$ cat src/rtl/ex_operand_stage.sv
// ex_operand_stage
//   ID/EX pipeline register and EX-stage operand forwarding for the 5-stage
//   MIPS core. It captures the decoded instruction and resolves RAW hazards by
//   forwarding from EX/MEM and MEM/WB, with EX/MEM taking priority. It raises
//   load_use_hazard and inserts a bubble for a load-use dependency, and it
//   counts inserted bubbles in a saturating counter.
//
// Ports
//   clk, rst          rising-edge clock, synchronous active-high reset
//   stall             global freeze; all state holds
//   flush             branch mispredict; squash the instruction entering EX
//   id_*              decoded fields of the instruction currently in ID
//   exmem_*, memwb_*  destination/result of downstream stages for forwarding
//   load_use_hazard   combinational; ID/IF must hold this cycle
//   alu_ctrl, alu_in_0, alu_in_1   ALU opcode and operands
//   ex_valid, ex_reg_write, ex_mem_read, ex_mem_write, ex_rd   registered control
//   ex_store_data     forwarded rt value for stores
//   bubble_cnt        saturating count of inserted bubbles
module ex_operand_stage #(
    parameter int DATA_W = 32,
    parameter int REG_W  = 5,
    parameter int CNT_W  = 16
) (
    input  logic              clk,
    input  logic              rst,
    input  logic              stall,
    input  logic              flush,
    input  logic              id_valid,
    input  logic [3:0]        id_alu_ctrl,
    input  logic [REG_W-1:0]  id_rs_idx,
    input  logic [REG_W-1:0]  id_rt_idx,
    input  logic [REG_W-1:0]  id_rd_idx,
    input  logic              id_use_rs,
    input  logic              id_use_rt,
    input  logic [DATA_W-1:0] id_rs_data,
    input  logic [DATA_W-1:0] id_rt_data,
    input  logic [DATA_W-1:0] id_imm,
    input  logic [4:0]        id_shamt,
    input  logic              id_use_imm,
    input  logic              id_use_shamt,
    input  logic              id_reg_write,
    input  logic              id_mem_read,
    input  logic              id_mem_write,
    input  logic [REG_W-1:0]  exmem_rd,
    input  logic              exmem_reg_write,
    input  logic [DATA_W-1:0] exmem_result,
    input  logic [REG_W-1:0]  memwb_rd,
    input  logic              memwb_reg_write,
    input  logic [DATA_W-1:0] memwb_result,
    output logic              load_use_hazard,
    output logic [3:0]        alu_ctrl,
    output logic [DATA_W-1:0] alu_in_0,
    output logic [DATA_W-1:0] alu_in_1,
    output logic              ex_valid,
    output logic              ex_reg_write,
    output logic              ex_mem_read,
    output logic              ex_mem_write,
    output logic [REG_W-1:0]  ex_rd,
    output logic [DATA_W-1:0] ex_store_data,
    output logic [CNT_W-1:0]  bubble_cnt
);

    localparam logic [3:0] ALU_SLL = 4'b1010;
    localparam logic [3:0] ALU_SRA = 4'b1011;
    localparam logic [3:0] ALU_SRL = 4'b1100;

    logic [REG_W-1:0]  rs_idx_q;
    logic [REG_W-1:0]  rt_idx_q;
    logic [DATA_W-1:0] rs_data_q;
    logic [DATA_W-1:0] rt_data_q;
    logic [DATA_W-1:0] imm_q;
    logic [4:0]        shamt_q;
    logic              use_imm_q;
    logic              use_shamt_q;

    logic              squash;
    logic [DATA_W-1:0] fwd_rs;
    logic [DATA_W-1:0] fwd_rt;
    logic              is_shift;

    // Load in EX whose destination is read by the instruction in ID.
    always_comb begin
        load_use_hazard = ex_valid && ex_mem_read && (ex_rd != '0) && id_valid &&
                          ((id_use_rs && (id_rs_idx == ex_rd)) ||
                           (id_use_rt && (id_rt_idx == ex_rd)));
    end

    assign squash = flush || load_use_hazard;

    // A squashed slot and an empty ID slot both write a bubble; only a
    // squash is counted.
    always_ff @(posedge clk) begin
        if (rst) begin
            ex_valid     <= 1'b0;
            alu_ctrl     <= '0;
            ex_reg_write <= 1'b0;
            ex_mem_read  <= 1'b0;
            ex_mem_write <= 1'b0;
            ex_rd        <= '0;
            rs_idx_q     <= '0;
            rt_idx_q     <= '0;
            rs_data_q    <= '0;
            rt_data_q    <= '0;
            imm_q        <= '0;
            shamt_q      <= '0;
            use_imm_q    <= 1'b0;
            use_shamt_q  <= 1'b0;
            bubble_cnt   <= '0;
        end else if (!stall) begin
            if (squash || !id_valid) begin
                ex_valid     <= 1'b0;
                alu_ctrl     <= '0;
                ex_reg_write <= 1'b0;
                ex_mem_read  <= 1'b0;
                ex_mem_write <= 1'b0;
                ex_rd        <= '0;
                rs_idx_q     <= '0;
                rt_idx_q     <= '0;
                rs_data_q    <= '0;
                rt_data_q    <= '0;
                imm_q        <= '0;
                shamt_q      <= '0;
                use_imm_q    <= 1'b0;
                use_shamt_q  <= 1'b0;
                if (squash && (bubble_cnt != '1)) begin
                    bubble_cnt <= bubble_cnt + CNT_W'(1);
                end
            end else begin
                ex_valid     <= 1'b1;
                alu_ctrl     <= id_alu_ctrl;
                ex_reg_write <= id_reg_write;
                ex_mem_read  <= id_mem_read;
                ex_mem_write <= id_mem_write;
                ex_rd        <= id_rd_idx;
                rs_idx_q     <= id_rs_idx;
                rt_idx_q     <= id_rt_idx;
                rs_data_q    <= id_rs_data;
                rt_data_q    <= id_rt_data;
                imm_q        <= id_imm;
                shamt_q      <= id_shamt;
                use_imm_q    <= id_use_imm;
                use_shamt_q  <= id_use_shamt;
            end
        end
    end

    // MEM/WB is applied first so that a later EX/MEM match overrides it.
    always_comb begin
        fwd_rs = rs_data_q;
        if (memwb_reg_write && (memwb_rd != '0) && (memwb_rd == rs_idx_q)) begin
            fwd_rs = memwb_result;
        end
        if (exmem_reg_write && (exmem_rd != '0) && (exmem_rd == rs_idx_q)) begin
            fwd_rs = exmem_result;
        end
        fwd_rt = rt_data_q;
        if (memwb_reg_write && (memwb_rd != '0) && (memwb_rd == rt_idx_q)) begin
            fwd_rt = memwb_result;
        end
        if (exmem_reg_write && (exmem_rd != '0) && (exmem_rd == rt_idx_q)) begin
            fwd_rt = exmem_result;
        end
    end

    always_comb begin
        is_shift = use_shamt_q &&
                   ((alu_ctrl == ALU_SLL) || (alu_ctrl == ALU_SRA) || (alu_ctrl == ALU_SRL));
        if (is_shift) begin
            alu_in_0 = DATA_W'(shamt_q);
            alu_in_1 = fwd_rt;
        end else begin
            alu_in_0 = fwd_rs;
            alu_in_1 = use_imm_q ? imm_q : fwd_rt;
        end
        ex_store_data = fwd_rt;
    end

endmodule

$ cat config.mk
export PLATFORM = sky130hd
export DESIGN_NAME = ex_operand_stage
export DESIGN_NICKNAME = d
export VERILOG_FILES = /design/src/rtl/ex_operand_stage.sv
export SDC_FILE = /design/constraint.sdc
export NUM_CORES = 1
export LEC_CHECK = 0
export BUFFER_PORTS_ARGS = -buffer_cell sky130_fd_sc_hd__buf_2
export CAP_MARGIN = 0
export CORE_MARGIN = 2
export CORE_UTILIZATION = 49
export DETAILED_ROUTE_END_ITERATION = 8
export GPL_ROUTABILITY_DRIVEN = 0
export GPL_TIMING_DRIVEN = 0
export PLACE_DENSITY = 0.87
export SYNTH_ARGS = -nofsm -noshare
export SYNTH_HDL_FRONTEND = slang
export SYNTH_SLANG_ARGS = --single-unit
$ cat constraint.sdc
create_clock -name clk -period 2.87 [get_ports clk]
set_input_delay 0.4305 -clock clk [delete_from_list [all_inputs] [get_ports clk]]
set_output_delay 0.4305 -clock clk [all_outputs]
set_load 0.1 [all_outputs]
After elaboration in Yosys (flattened, before gate mapping)

Index checks and enable logic that the tools add are counted.

Input port bits: 208
ROM bits: 0
Logic and storage cells: 72
Output and inout bits: 126
Bits in writable memories: 0
Bits in latches: 0
Register bits: 142
Memories kept: 0

Divide/modulo/power cells: 0
Multiplexer cells: 21
Bitwise logic cells: 1
$add $sub $neg: 1
Multipliers: 0
Equality and inequality tests: 10
$lt $le $gt $ge: 0
Shifts and indexed selects: 0
Reduce and logical (&&, ||, !) cells: 24

Operator list:

| cell                    | count |
|---|---|
| $mux W32                | 10 |
| $eq A5 B5 Y1            | 6 |
| $mux W5                 | 4 |
| $add A16 B1 Y16 const B | 1 |
| $ne A16 B16 Y1 const B  | 1 |
| $reduce_bool A5 Y1      | 3 |
| $logic_and A1 B1 Y1     | 14 |
| $eq A4 B4 Y1 const B    | 3 |
| $mux W1                 | 6 |
| $logic_or A1 B1 Y1      | 5 |
| $mux W4                 | 1 |
| $reduce_and A3 Y1       | 1 |
| $logic_not A1 Y1        | 1 |
| $not A1 Y1              | 1 |

Longest topological paths before layout

Gate-level depths: netlist of run 1.

Word-level depth: 7
Gate-level depth with buffers: 8
Gate-level depth less buffers: 6

Least setup slack after synthesis of run 1

Ideal clock, no wire load.

Kind: input port to output port
From: input port memwb_rd[4]
To: output port alu_in_1[0]
Data arrival time: 3891 ps
Path buffers: 2
Path slack: -1452 ps
Stages on the path: 7
Path through: buf_2 > or4_1 > o21ai_1 > buf_4 > o31ai_1 > a31oi_1 > mux2_2

Cells in the longest elaborated chain, start to end: 7
Elaborated cells between the ends (all ways): 8
Those cells by class: eq/ne: 1; mux: 4; reduce/logical: 3

Ends and longest elaborated chain:

| item                  | line | RTL |
|---|---|---|
| from (decl)           | 47   | `input logic [REG_W-1:0] memwb_rd,` |
| $reduce_bool A5 Y1    | 157  | `if (memwb_reg_write && (memwb_rd != '0) && (memwb_rd == rt_idx_q)) begin` |
| $logic_and A1 B1 Y1   | 157  |  |
| $logic_and A1 B1 Y1 * | 157  |  |
| $mux W32 *            | 157  |  |
| $mux W32 *            | 160  | `if (exmem_reg_write && (exmem_rd != '0) && (exmem_rd == rt_idx_q)) begin` |
| net ex_store_data[0]  | 59   | `output logic [DATA_W-1:0] ex_store_data,` |
| $mux W32              | 173  | `alu_in_1 = use_imm_q ? imm_q : fwd_rt;` |
| $mux W32 *            | 168  | `if (is_shift) begin` |
| to (decl)             | 53   | `output logic [DATA_W-1:0] alu_in_1,` |

Mark *: on every way through the listed nets, which the timed path passes. The rest lies on a longest branch.

Final worst setup path of run 1

From: register rt_idx_q[1]
To: output port alu_in_1[14]

Cells in the longest elaborated chain, start to end: 6
Elaborated cells between the ends (all ways): 8
Those cells by class: eq/ne: 2; mux: 4; reduce/logical: 2

Ends and longest elaborated chain:

| item                   | line | RTL |
|---|---|---|
| from (decl)            | 68   | `logic [REG_W-1:0] rt_idx_q;` |
| from (signal assigned) | 136  | `rt_idx_q <= id_rt_idx;` |
| $eq A5 B5 Y1           | 157  |  |
| $logic_and A1 B1 Y1    | 157  |  |
| $mux W32               | 157  |  |
| $mux W32 *             | 160  |  |
| $mux W32               | 173  |  |
| $mux W32 *             | 168  |  |

Mark *: on every way between the ends. The rest lies on a longest branch, timed or not.

==> out/qor_table.md, run 1 <==
| Item | Value |
|---|---|
| Hold buffer count at cts | 0 |
| Die height | 131 um |
| Floorplan die area | 0.0172 sq mm |
| Count of yosys warnings during synthesis | 0 |
| Wire length of the first global-routing pass | 47.0 mm |
| Residual antenna-violating net count after detailed routing | 0 |
| Via total after detailed routing | 9110 |
| Placement-stage worst setup slack | -604 ps |
| FF-to-FF Start | ex_rd[0]$_SDFFE_PP0N_ |
| Result of the run | finished with violations |
| Beginning of the critical path | rt_idx_q[1]$_SDFFE_PP0N_ |
| Number of antenna violations at the first check in global routing | 5 |
| Setup CP Type | reg -> out |
| Commonest cells after routing, fill and taps aside | buf_2, dfxtp_1, a22o_1, buf_4, buf_6 |
| Final setup viols | 15 |
| Wire length after detailed routing | 36.5 mm |
| Syn Area/Cell | 10.3 sq um |
| Half-perimeter wire length of the detailed placement result | 22.1 mm |
| Boundary pin count | 334 |
| Tightest hold margin | 215 ps |
| Cell Rows | 46 |
| Number of nets in the final layout | 1338 |
| Total iterations of the first detailed-routing run | 5 |
| Slew Limit Headroom | 16.9% |
| Setup slack of the critical path after layout | -218 ps |
| P&R area growth vs syn | 59.6% |
| Final count of hold timing violations | 0 |
| GR Util All Layers | 36.6% |
| Minimum clock period | 3090 ps |
| Placed cells | 1318 |
| Top FF cell, synth | dfxtp_1 |
| Routed vias/inst | 6.70 |
| Library cells used by synthesis | 45 |
| Slew at the pin closest to its max-slew limit | 1240 ps |
| Finished Layout Cells | 1360 |
| Root cell of the clock tree | clkbuf_16 |
| Maximum frequency from static timing analysis | 324 MHz |
| Layout cell share with drive strength beyond 1 | 55.5% |
| Sum Neg Setup Slack | -966 ps |
| Maximum number of pins on one net before global-route repair | 17 |
| Power after layout | 0.00598 W |
| Initial core utilization | 49.9% |
| Via count of the first global-routing pass | 8338 |
| Cell count after synthesis | 770 |
| Number of maximum-capacitance constraint violations | 0 |
| Leakage power | 4.95 nW |
| Fin Clk Skew | 6.83 ps |
| Largest fanout on the critical path | 10 |
| Failing checks | negative setup slack |
| Number of filler cells placed in the layout | 903 |
| Sequential area share after synthesis | 36.0% |
| Final critical-path share of the clock period | 108% |
| Kind of start point of the critical path | register |
| Most frequent standard cell in the layout excluding fill and tap cells | buf_2 |
| Final max-slew violation count | 0 |
| FF+latch count, synth | 142 |
| Maximum level of the CTS H-tree | 4 |
| Number of clock buffers inserted by TritonCTS | 17 |
| Required time of the critical path | 2440 ps |
| Number of buffer cells added on primary ports | 332 |
| Number of nets in the synthesized netlist | 979 |
| CTS max path bufs | 2 |
| Mapped Area | 0.00790 sq mm |
| Count of flip-flops with a built-in enable after synthesis | 0 |
| DR iter-0 viols | 1131 |
| Remaining DRCs | 0 |
| Routed wire length per instance | 26.8 um |
| Async set-or-reset flop fraction in the synthesized netlist | 0% |
| RSZ-0062 raised after global routing | true |
| Path category of the worst min-delay check | in -> reg |
| Clock-pin slew on the worst setup and hold paths | 60 ps |
| Critical Path End Type | output port |
| Placeable core area | 0.0158 sq mm |
| Number of clock sinks | 142 |
| TritonCTS clock tree | built |
| Critical path arrival | 2660 ps |
| P per Cell Area | 474 mW/mm^2 |
| Maximum ir drop on the vdd rail | 0.428 mV |
| Clk_lat worst skew | 430 ps |
| GRT Residual Overflow | 0 |
| Hold path start | id_rd_idx[4] |
| Die span in x | 131 um |
power by group:
part | leakage [nW] | internal, W | switching, W | total (W)
Clock | 0.310 | 0.00155 | 0.000905 | 0.00245
Combinational | 3.48 | 0.000467 | 0.000993 | 0.00146
Sequential | 1.16 | 0.00201 | 0.0000484 | 0.00206
worst paths after layout:
path                          endpoint  slack (ps)  depth (start not counted)
min reg2reg  ex_reg_write$_SDFFE_PP0N_         480                          1
max reg2reg     imm_q[15]$_SDFFE_PP0N_         130                          6
max                       alu_in_1[14]        -220                          7
min              ex_rd[4]$_SDFFE_PP0N_         220                          2
critical path: stages, from the launching register on:
cell     delay, ps
dfxtp_2        360
xnor2_2        190
and4_4         310
buf_4          210
nand4_1        320
a31oi_4        440
mux2_4         240
buf_12         170
what timing repair did:
action | 4_1_cts | 5_1_grt
resized for setup | 276 | 126
setup buffers | 5 | 5
cloned | 0 | 1
pin swaps | 6 | 20
setup endpoints to repair | 149 | 85
endpoints found under the hold margin | 0 | 0
area by class of cell:
type / count / area, sq um / share of cell area (%)
multi-input combinational: 539 / 5800 / 46.0
sequential: 142 / 2860 / 22.7
timing repair buffer: 343 / 2390 / 18.9
buffer: 80 / 612 / 4.85
clock buffer: 23 / 488 / 3.87
tap: 216 / 270 / 2.14
clock inverter: 8 / 154 / 1.22
inverter: 6 / 22.5 / 0.179
antenna: 3 / 7.51 / 0.0596
stage by stage:
step	instance area, sq um	util, %
2_1_floorplan	8480	-
3_3_place_gp	10400	65.8
3_5_place_dp	10400	65.8
4_1_cts	12000	75.9
5_1_grt	12600	79.6
6_report	12600	79.6
kinds of logic (layout without fill, tap and decap cells):
logic type,Yosys count,in the layout,share of synthesized area (%)
AO/OA/AOI/OAI,298,298,33.4
AND/OR/NAND/NOR,143,143,11.0
flip-flops,142,142,36.0
buffers and inverters,89,460,5.61
multiplexers,65,65,10.2
XOR/XNOR,32,32,3.55
adder cells (fa/ha/maj),1,1,0.158
other,0,3,0
flip-flops by register name (all words and copies together), names as in the netlist:
register	count
use_shamt_q	1
rs_idx_q	5
ex_mem_read	1
shamt_q	5
rt_data_q	32
alu_ctrl	4
imm_q	32
use_imm_q	1
ex_mem_write	1
ex_reg_write	1
rs_data_q	32
bubble_cnt	16
ex_valid	1
rt_idx_q	5
ex_rd	5
metal layers:
metal  track usage [%]  up-vias  wire [um]
met4              18.8        6       2440
li1                  -     3810          -
met5                 0        -         38
met2              59.4      736      17000
met1              43.6     4346      13300
met3              11.4      212       3750
cells in the mapped netlist (3+ instances only):
cell type  instances  area share (%)
a21oi_1           41             2.6
a22o_1           130              14
a31oi_1            7            0.55
a31oi_4           30             8.1
and4_1             5            0.55
buf_12             3            0.76
buf_2             24             1.5
buf_4              4            0.38
clkbuf_1          50             2.4
dfxtp_1          142              36
inv_1              6            0.29
mux2_1             4            0.57
mux2_4            30             5.7
mux2i_1           29             3.7
nand2_1           10            0.48
nand3_1           11            0.70
nand4_1           39             3.1
nor2_1            11            0.52
nor2b_1            4            0.32
nor4_1            40             3.2
o21a_1             6            0.57
o21ai_0            9            0.57
o21ai_1           25             1.6
o31ai_1           38             3.6
o41ai_1            5            0.55
or4_1              8            0.76
or4b_1             5            0.63
xnor2_1           28             3.1
xor2_1             4            0.44
No activity file was read; power rests on OpenSTA's default activity.
==> inputs of run 2 (changes only) <==
--- a/config.mk
+++ b/config.mk
@@ -16,3 +16,4 @@
 export SYNTH_ARGS = -nofsm -noshare
 export SYNTH_HDL_FRONTEND = slang
 export SYNTH_SLANG_ARGS = --single-unit
+export TNS_END_PERCENT = 50
==> out/qor_table.md, run 2 (synthesis results as in run 1) <==
| Item | Value | vs previous |
|---|---|---|
| Maximum level of the CTS H-tree | 4 | unchanged |
| Total iterations of the first detailed-routing run | 6 | +1 |
| Post-layout util | 82.3% | +2.7 points |
| P per Cell Area | 463 mW/mm^2 | -2.3% |
| Die span in x | 131 um | unchanged |
| P&R area growth vs syn | 64.9% |  |
| Layout cell share with drive strength beyond 1 | 55.2% | -0.26 points |
| Most frequent standard cell in the layout excluding fill and tap cells | buf_2 |  |
| Number of nets in the final layout | 1347 | +0.67% |
| Worst reg2reg path depth | 6 | unchanged |
| DR iter-0 viols | 1063 | -6.0% |
| Beginning of the critical path | rt_idx_q[3]$_SDFFE_PP0N_ |  |
| Final critical-path share of the clock period | 104% | -3.9 points |
| Failing checks | negative setup slack |  |
| Slack of the worst reg-to-reg path | 340 ps | +210 ps |
| Placeable core area | 0.0158 sq mm | unchanged |
| Routed vias/inst | 6.82 | +1.8% |
| Maximum frequency from static timing analysis | 336 MHz | +3.8% |
| Commonest cells after routing, fill and taps aside | buf_2, dfxtp_1, a22o_1, buf_4, buf_6 |  |
| Number of buffer cells added on primary ports | 332 | unchanged |
| Leading registers by flop count | imm_q (32), rs_data_q (32), rt_data_q (32) |  |
| Via total after detailed routing | 9400 | +3.2% |
| Die height | 131 um | unchanged |
| Hold path depth | 2 | unchanged |
| RSZ-0062 raised after global routing | true |  |
| Clock-pin slew on the worst setup and hold paths | 70 ps | about the same |
| Largest fanout on the critical path | 10 | unchanged |
| Minimum clock period | 2980 ps | -113 ps |
| Final count of hold timing violations | 0 | unchanged |
| Finished Layout Cells | 1378 | +1.3% |
| Power after layout | 0.00603 W | +0.93% |
| Wire length after detailed routing | 38.8 mm | +6.3% |
| GRT Residual Overflow | 0 | unchanged |
| Number of antenna violations at the first check in global routing | 9 | +4 |
| Critical path arrival | 2540 ps | -120 ps |
| Maximum ir drop on the vdd rail | 0.466 mV | +8.7% |
| Critical Path End Type | output port |  |
| Clk_lat worst skew | 440 ps | about the same |
| GR Util All Layers | 37.7% | +1.1 points |
| Root cell of the clock tree | clkbuf_16 |  |
| Final setup viols | 11 | -4 |
| Reg-to-reg endpoint | rt_data_q[11]$_SDFFE_PP0N_ |  |
| Result of the run | finished with violations |  |
| Final max-slew violation count | 0 | unchanged |
| Required time of the critical path | 2440 ps | about the same |
| Remaining DRCs | 0 | unchanged |
| Initial core utilization | 49.9% | unchanged |
| Sum Neg Setup Slack | -365 ps | +601 ps |
| Placed cells | 1318 | unchanged |
| TritonCTS clock tree | built |  |
| Residual antenna-violating net count after detailed routing | 0 | unchanged |
| Kind of start point of the critical path | register |  |
| Wire length of the first global-routing pass | 48.7 mm | +3.5% |
| Termination of the worst setup path | alu_in_1[25] |  |
| Slew at the pin closest to its max-slew limit | 1410 ps | +163 ps |
| Leakage power | 5.09 nW | +2.8% |
| Fin Clk Skew | 10.9 ps | +4.06 ps |
| FF-to-FF Start | ex_rd[0]$_SDFFE_PP0N_ |  |
| Half-perimeter wire length of the detailed placement result | 22.5 mm | +1.8% |
| Number of clock sinks | 142 | unchanged |
| Boundary pin count | 334 | unchanged |
| Routed wire length per instance | 28.2 um | +4.9% |
| Path category of the worst min-delay check | in -> reg |  |
| CTS max path bufs | 2 | unchanged |
| Number of clock buffers inserted by TritonCTS | 17 | unchanged |
| Maximum number of pins on one net before global-route repair | 17 | unchanged |
| Slew Limit Headroom | 5.98% | -11 points |
| Cell Rows | 46 | unchanged |
| Floorplan die area | 0.0172 sq mm | unchanged |
| Setup CP Type | reg -> out |  |
| Via count of the first global-routing pass | 8477 | +1.7% |
| Setup slack of the critical path after layout | -105 ps | +113 ps |
| Number of maximum-capacitance constraint violations | 0 | unchanged |
==> run 2: layout make-up <==
cell class / count / area (sq um)
plain buffers: 80 / 634
repair buffers: 352 / 2610
fillers: 821 / 2800
well taps: 216 / 270
inverters: 6 / 22.5
clock buffers: 22 / 464
multi-input cells: 539 / 5970
flip-flops and latches: 142 / 2870
diodes: 12 / 30.0
clock inverters: 9 / 159
==> run 2: routing by layer <==
| metal | share of wire [%] | track usage [%] | up-vias |
|---|---|---|---|
| met5 | 0.15 | 0 | - |
| met4 | 7.2 | 21.3 | 4 |
| met3 | 12 | 11.4 | 257 |
| met2 | 46 | 62.0 | 849 |
| met1 | 35 | 43.9 | 4450 |
| li1 | - | - | 3840 |
==> run 2: worst min path at each step <==
stage,startpoint,to,slack (ps)
CTS,id_rs_data[31],rs_data_q[31]$_SDFFE_PP0N_,200
global placement,ex_mem_write$_SDFFE_PP0N_,ex_mem_write$_SDFFE_PP0N_,450
global route,id_mem_read,ex_mem_read$_SDFFE_PP0N_,210
floorplan,rs_data_q[10]$_SDFFE_PP0N_,rs_data_q[10]$_SDFFE_PP0N_,440
finish,id_rs_data[31],rs_data_q[31]$_SDFFE_PP0N_,200
detailed placement,rt_data_q[27]$_SDFFE_PP0N_,rt_data_q[27]$_SDFFE_PP0N_,460
==> run 2: repair_timing <==
item / 4_1_cts / 5_1_grt
hold buffers: 0 / 0
setup buffers: 9 / 7
setup endpoints to repair: 146 / 93
pin swaps: 7 / 25
gates cloned: 3 / 1
endpoints found under the hold margin: 0 / 0
gates resized for setup: 286 / 216
==> run 2: through the flow <==
step	cell area (sq um)	worst slack, ps	hold WS [ps]
floorplan	8250	-237	442
global route	13000	-127	214
CTS	12000	-151	202
finish	13000	-105	204
global placement	10200	-635	450
detailed placement	10200	-625	458
==> run 2: power breakdown <==
group | total (W) | switching, W | leakage [nW] | internal (W)
Combinational | 0.00153 | 0.00104 | 3.63 | 0.000492
Clock | 0.00244 | 0.000936 | 0.301 | 0.00150
Sequential | 0.00206 | 0.0000486 | 1.16 | 0.00201
==> run 2: worst max-delay path, stage by stage (launching register included) <==
cell,delay [ps]
dfxtp_2,400
xnor2_2,140
and4_4,300
clkbuf_4,240
nand4_1,320
a31oi_4,330
mux2_4,190
buf_8,190
==> inputs of run 3 (changes only) <==
--- a/config.mk
+++ b/config.mk
@@ -8,11 +8,11 @@
 export BUFFER_PORTS_ARGS = -buffer_cell sky130_fd_sc_hd__buf_2
 export CAP_MARGIN = 0
 export CORE_MARGIN = 2
-export CORE_UTILIZATION = 49
+export CORE_UTILIZATION = 44
 export DETAILED_ROUTE_END_ITERATION = 8
 export GPL_ROUTABILITY_DRIVEN = 0
 export GPL_TIMING_DRIVEN = 0
-export PLACE_DENSITY = 0.87
+export PLACE_DENSITY = 0.82
 export SYNTH_ARGS = -nofsm -noshare
 export SYNTH_HDL_FRONTEND = slang
 export SYNTH_SLANG_ARGS = --single-unit
==> constraint.sdc (replaced) <==
create_clock -name clk -period 2.7 [get_ports clk]
set_input_delay 0.405 -clock clk [delete_from_list [all_inputs] [get_ports clk]]
set_output_delay 0.405 -clock clk [all_outputs]
set_load 0.1 [all_outputs]
==> out/qor_table.md, run 3 (synthesis results as in run 1) <==
| Item | Value | vs previous |
|---|---|---|
| Final critical-path share of the clock period | 124% |  |
| Cell Rows | 48 | +4.3% |
| Minimum clock period | 3340 ps |  |
| Most frequent standard cell in the layout excluding fill and tap cells | buf_2 |  |
| Wire length after detailed routing | 47.4 mm | +22% |
| Hold buffer count at cts | 0 | unchanged |
| Commonest cells after routing, fill and taps aside | buf_2, dfxtp_1, a22o_1, buf_12, nand4_1 |  |
| Initial core utilization | 45.4% | -4.6 points |
| Leakage power | 5.65 nW | +11% |
| Sequential cell area | 0.00288 sq mm | +0.26% |
| Routed vias/inst | 7.08 | +3.7% |
| Power after layout | 0.00652 W | +8.0% |
| RSZ-0062 raised after global routing | true |  |
| Leading registers by flop count | imm_q (32), rs_data_q (32), rt_data_q (32) |  |
| Setup slack of the critical path after layout | -638 ps | -533 ps |
| Number of clock sinks | 142 | unchanged |
| Maximum number of pins on one net before global-route repair | 17 | unchanged |
| Post-layout util | 84.8% | +2.5 points |
| Number of nets in the final layout | 1375 | +2.1% |
| Kind of start point of the critical path | register |  |
| TritonCTS clock tree | built |  |
| Number of filler cells placed in the layout | 819 | -0.24% |
| Beginning of the critical path | rt_idx_q[2]$_SDFFE_PP0N_ |  |
| Hold path depth | 2 | unchanged |
| Area used by multi-input combinational logic | 0.00650 sq mm | +8.9% |
| Root cell of the clock tree | clkbuf_16 |  |
| Final setup viols | 85 | +74 |
| Fin Clk Skew | 11.8 ps | +0.959 ps |
| Most repeated library cell on the critical path | buf_12 |  |
| Sum Neg Setup Slack | -10870 ps | -10510 ps |
| Critical-path cell list | xnor2_4 -> nand2_4 -> buf_12 -> buf_6 -> nor4_2 -> a31oi_4 -> mux2_4 -> buf_12 |  |
| Reg-to-reg endpoint | rt_data_q[18]$_SDFFE_PP0N_ |  |
| Placeable core area | 0.0174 sq mm | +10% |
| Die span in x | 138 um | +5.4% |
| Wire length of the first global-routing pass | 56.1 mm | +15% |
| Via total after detailed routing | 10.1k | +7.1% |
| CP max stage cell | nor4_2 |  |
| Number of antenna violations at the first check in global routing | 11 | +2 |
| Slack of the worst reg-to-reg path | 60 ps | -280 ps |
| Finished Layout Cells | 1422 | +3.2% |
| Layout cell share with drive strength beyond 1 | 61.3% | +6.1 points |
| Hold path start | id_rs_data[21] |  |
| Maximum level of the CTS H-tree | 4 | unchanged |
| Largest fanout on the critical path | 10 | unchanged |
| Remaining DRCs | 0 | unchanged |
| P&R area growth vs syn | 86.9% |  |
| Number of buffer cells added on primary ports | 332 | unchanged |
| Path category of the worst min-delay check | in -> reg |  |
| CTS max path bufs | 2 | unchanged |
| Setup CP Type | reg -> out |  |
| Final max-slew violation count | 0 | unchanged |
| Die height | 138 um | +5.4% |
| DR iter-0 viols | 1102 | +3.7% |
| Maximum ir drop on the vdd rail | 0.512 mV | +10% |
| Placed cells | 1327 | +0.68% |
| Clk_lat worst skew | 440 ps | about the same |
| Final count of hold timing violations | 0 | unchanged |
| Floorplan die area | 0.0190 sq mm | +11% |
| Critical Path End Type | output port |  |
| Worst stage delay on the critical path | 840 ps | +440 ps |
| Termination of the worst setup path | alu_in_1[13] |  |
| P per Cell Area | 442 mW/mm^2 | -4.7% |
| Number of maximum-capacitance constraint violations | 0 | unchanged |
| Total cell area at the placement stage | 0.0103 sq mm | +0.75% |
| Failing checks | negative setup slack |  |
| Boundary pin count | 334 | unchanged |
| Required time of the critical path | 2300 ps | -140 ps |
| Result of the run | finished with violations |  |
| Area of all placed cells without fillers | 0.0148 sq mm | +13% |
| FF-to-FF Start | ex_rd[0]$_SDFFE_PP0N_ |  |
| Via count of the first global-routing pass | 9429 | +11% |
| GRT Residual Overflow | 0 | unchanged |
| Residual antenna-violating net count after detailed routing | 0 | unchanged |
| Slew at the pin closest to its max-slew limit | 1010 ps | -394 ps |
| GR Util All Layers | 39.4% | +1.6 points |
| Routed wire length per instance | 33.4 um | +18% |
| Half-perimeter wire length of the detailed placement result | 23.0 mm | +2.2% |
| Total iterations of the first detailed-routing run | 8 | +2 |
| Slew Limit Headroom | 32.0% | +26 points |
| Worst reg2reg path depth | 6 | unchanged |
| Number of clock buffers inserted by TritonCTS | 17 | unchanged |
| Maximum frequency from static timing analysis | 300 MHz |  |
| Clock-pin slew on the worst setup and hold paths | 70 ps | about the same |
| Critical path arrival | 2930 ps | +390 ps |
## run 3: where the power goes
| part | internal [W] | total [W] | switching, W |
|---|---|---|---|
| Clock | 0.00137 | 0.00243 | 0.00106 |
| Combinational | 0.000680 | 0.00189 | 0.00121 |
| Sequential | 0.00214 | 0.00220 | 0.0000602 |
| Total | 0.00418 | 0.00652 | 0.00233 |
## run 3: through the flow
| stage | hold WS (ps) | setup slack, ps |
|---|---|---|
| CTS | 181 | -265 |
| global placement | 451 | -622 |
| global route | 179 | -551 |
| finish | 180 | -638 |
| floorplan | 442 | -338 |
| detailed placement | 456 | -633 |
## run 3: layout make-up
| type | count | share of cell area, % |
|---|---|---|
| multi-input cells | 539 | 44.1 |
| repair buffers | 384 | 25.4 |
| flip-flops and latches | 142 | 19.5 |
| plain buffers | 76 | 4.84 |
| clock buffers | 19 | 2.93 |
| well taps | 225 | 1.91 |
| clock inverters | 13 | 0.958 |
| diodes | 18 | 0.305 |
| inverters | 6 | 0.153 |
## run 3: worst min-delay path by stage
stage | end | slack [ps]
3_5_place_dp | ex_reg_write$_SDFFE_PP0N_ | 460
4_1_cts | shamt_q[2]$_SDFFE_PP0N_ | 180
2_1_floorplan | rs_data_q[10]$_SDFFE_PP0N_ | 440
6_report | rs_data_q[21]$_SDFFE_PP0N_ | 180
5_1_grt | rt_data_q[22]$_SDFFE_PP0N_ | 180
3_3_place_gp | ex_mem_write$_SDFFE_PP0N_ | 450
## run 3: metal layers
layer / share of wire (%) / global-route usage, %
met5: 0.24 / 0
met4: 9.5 / 23.6
met3: 14 / 12.7
met2: 44 / 64.4
met1: 32 / 44.7
## run 3: timing repair
action	4_1_cts	5_1_grt
resized for setup	580	205
setup endpoints to repair	222	148
pin swaps	23	56
buffers inserted	20	22
gates cloned	5	6
## run 3: critical path, delay by kind of cell (launching register included)
kind	cells	cell delay, ps
AO/OA/AOI/OAI	1	170
XOR/XNOR	1	180
buffers and inverters	3	490
flip-flops	1	380
multiplexers	1	340
AND/OR/NAND/NOR	2	930
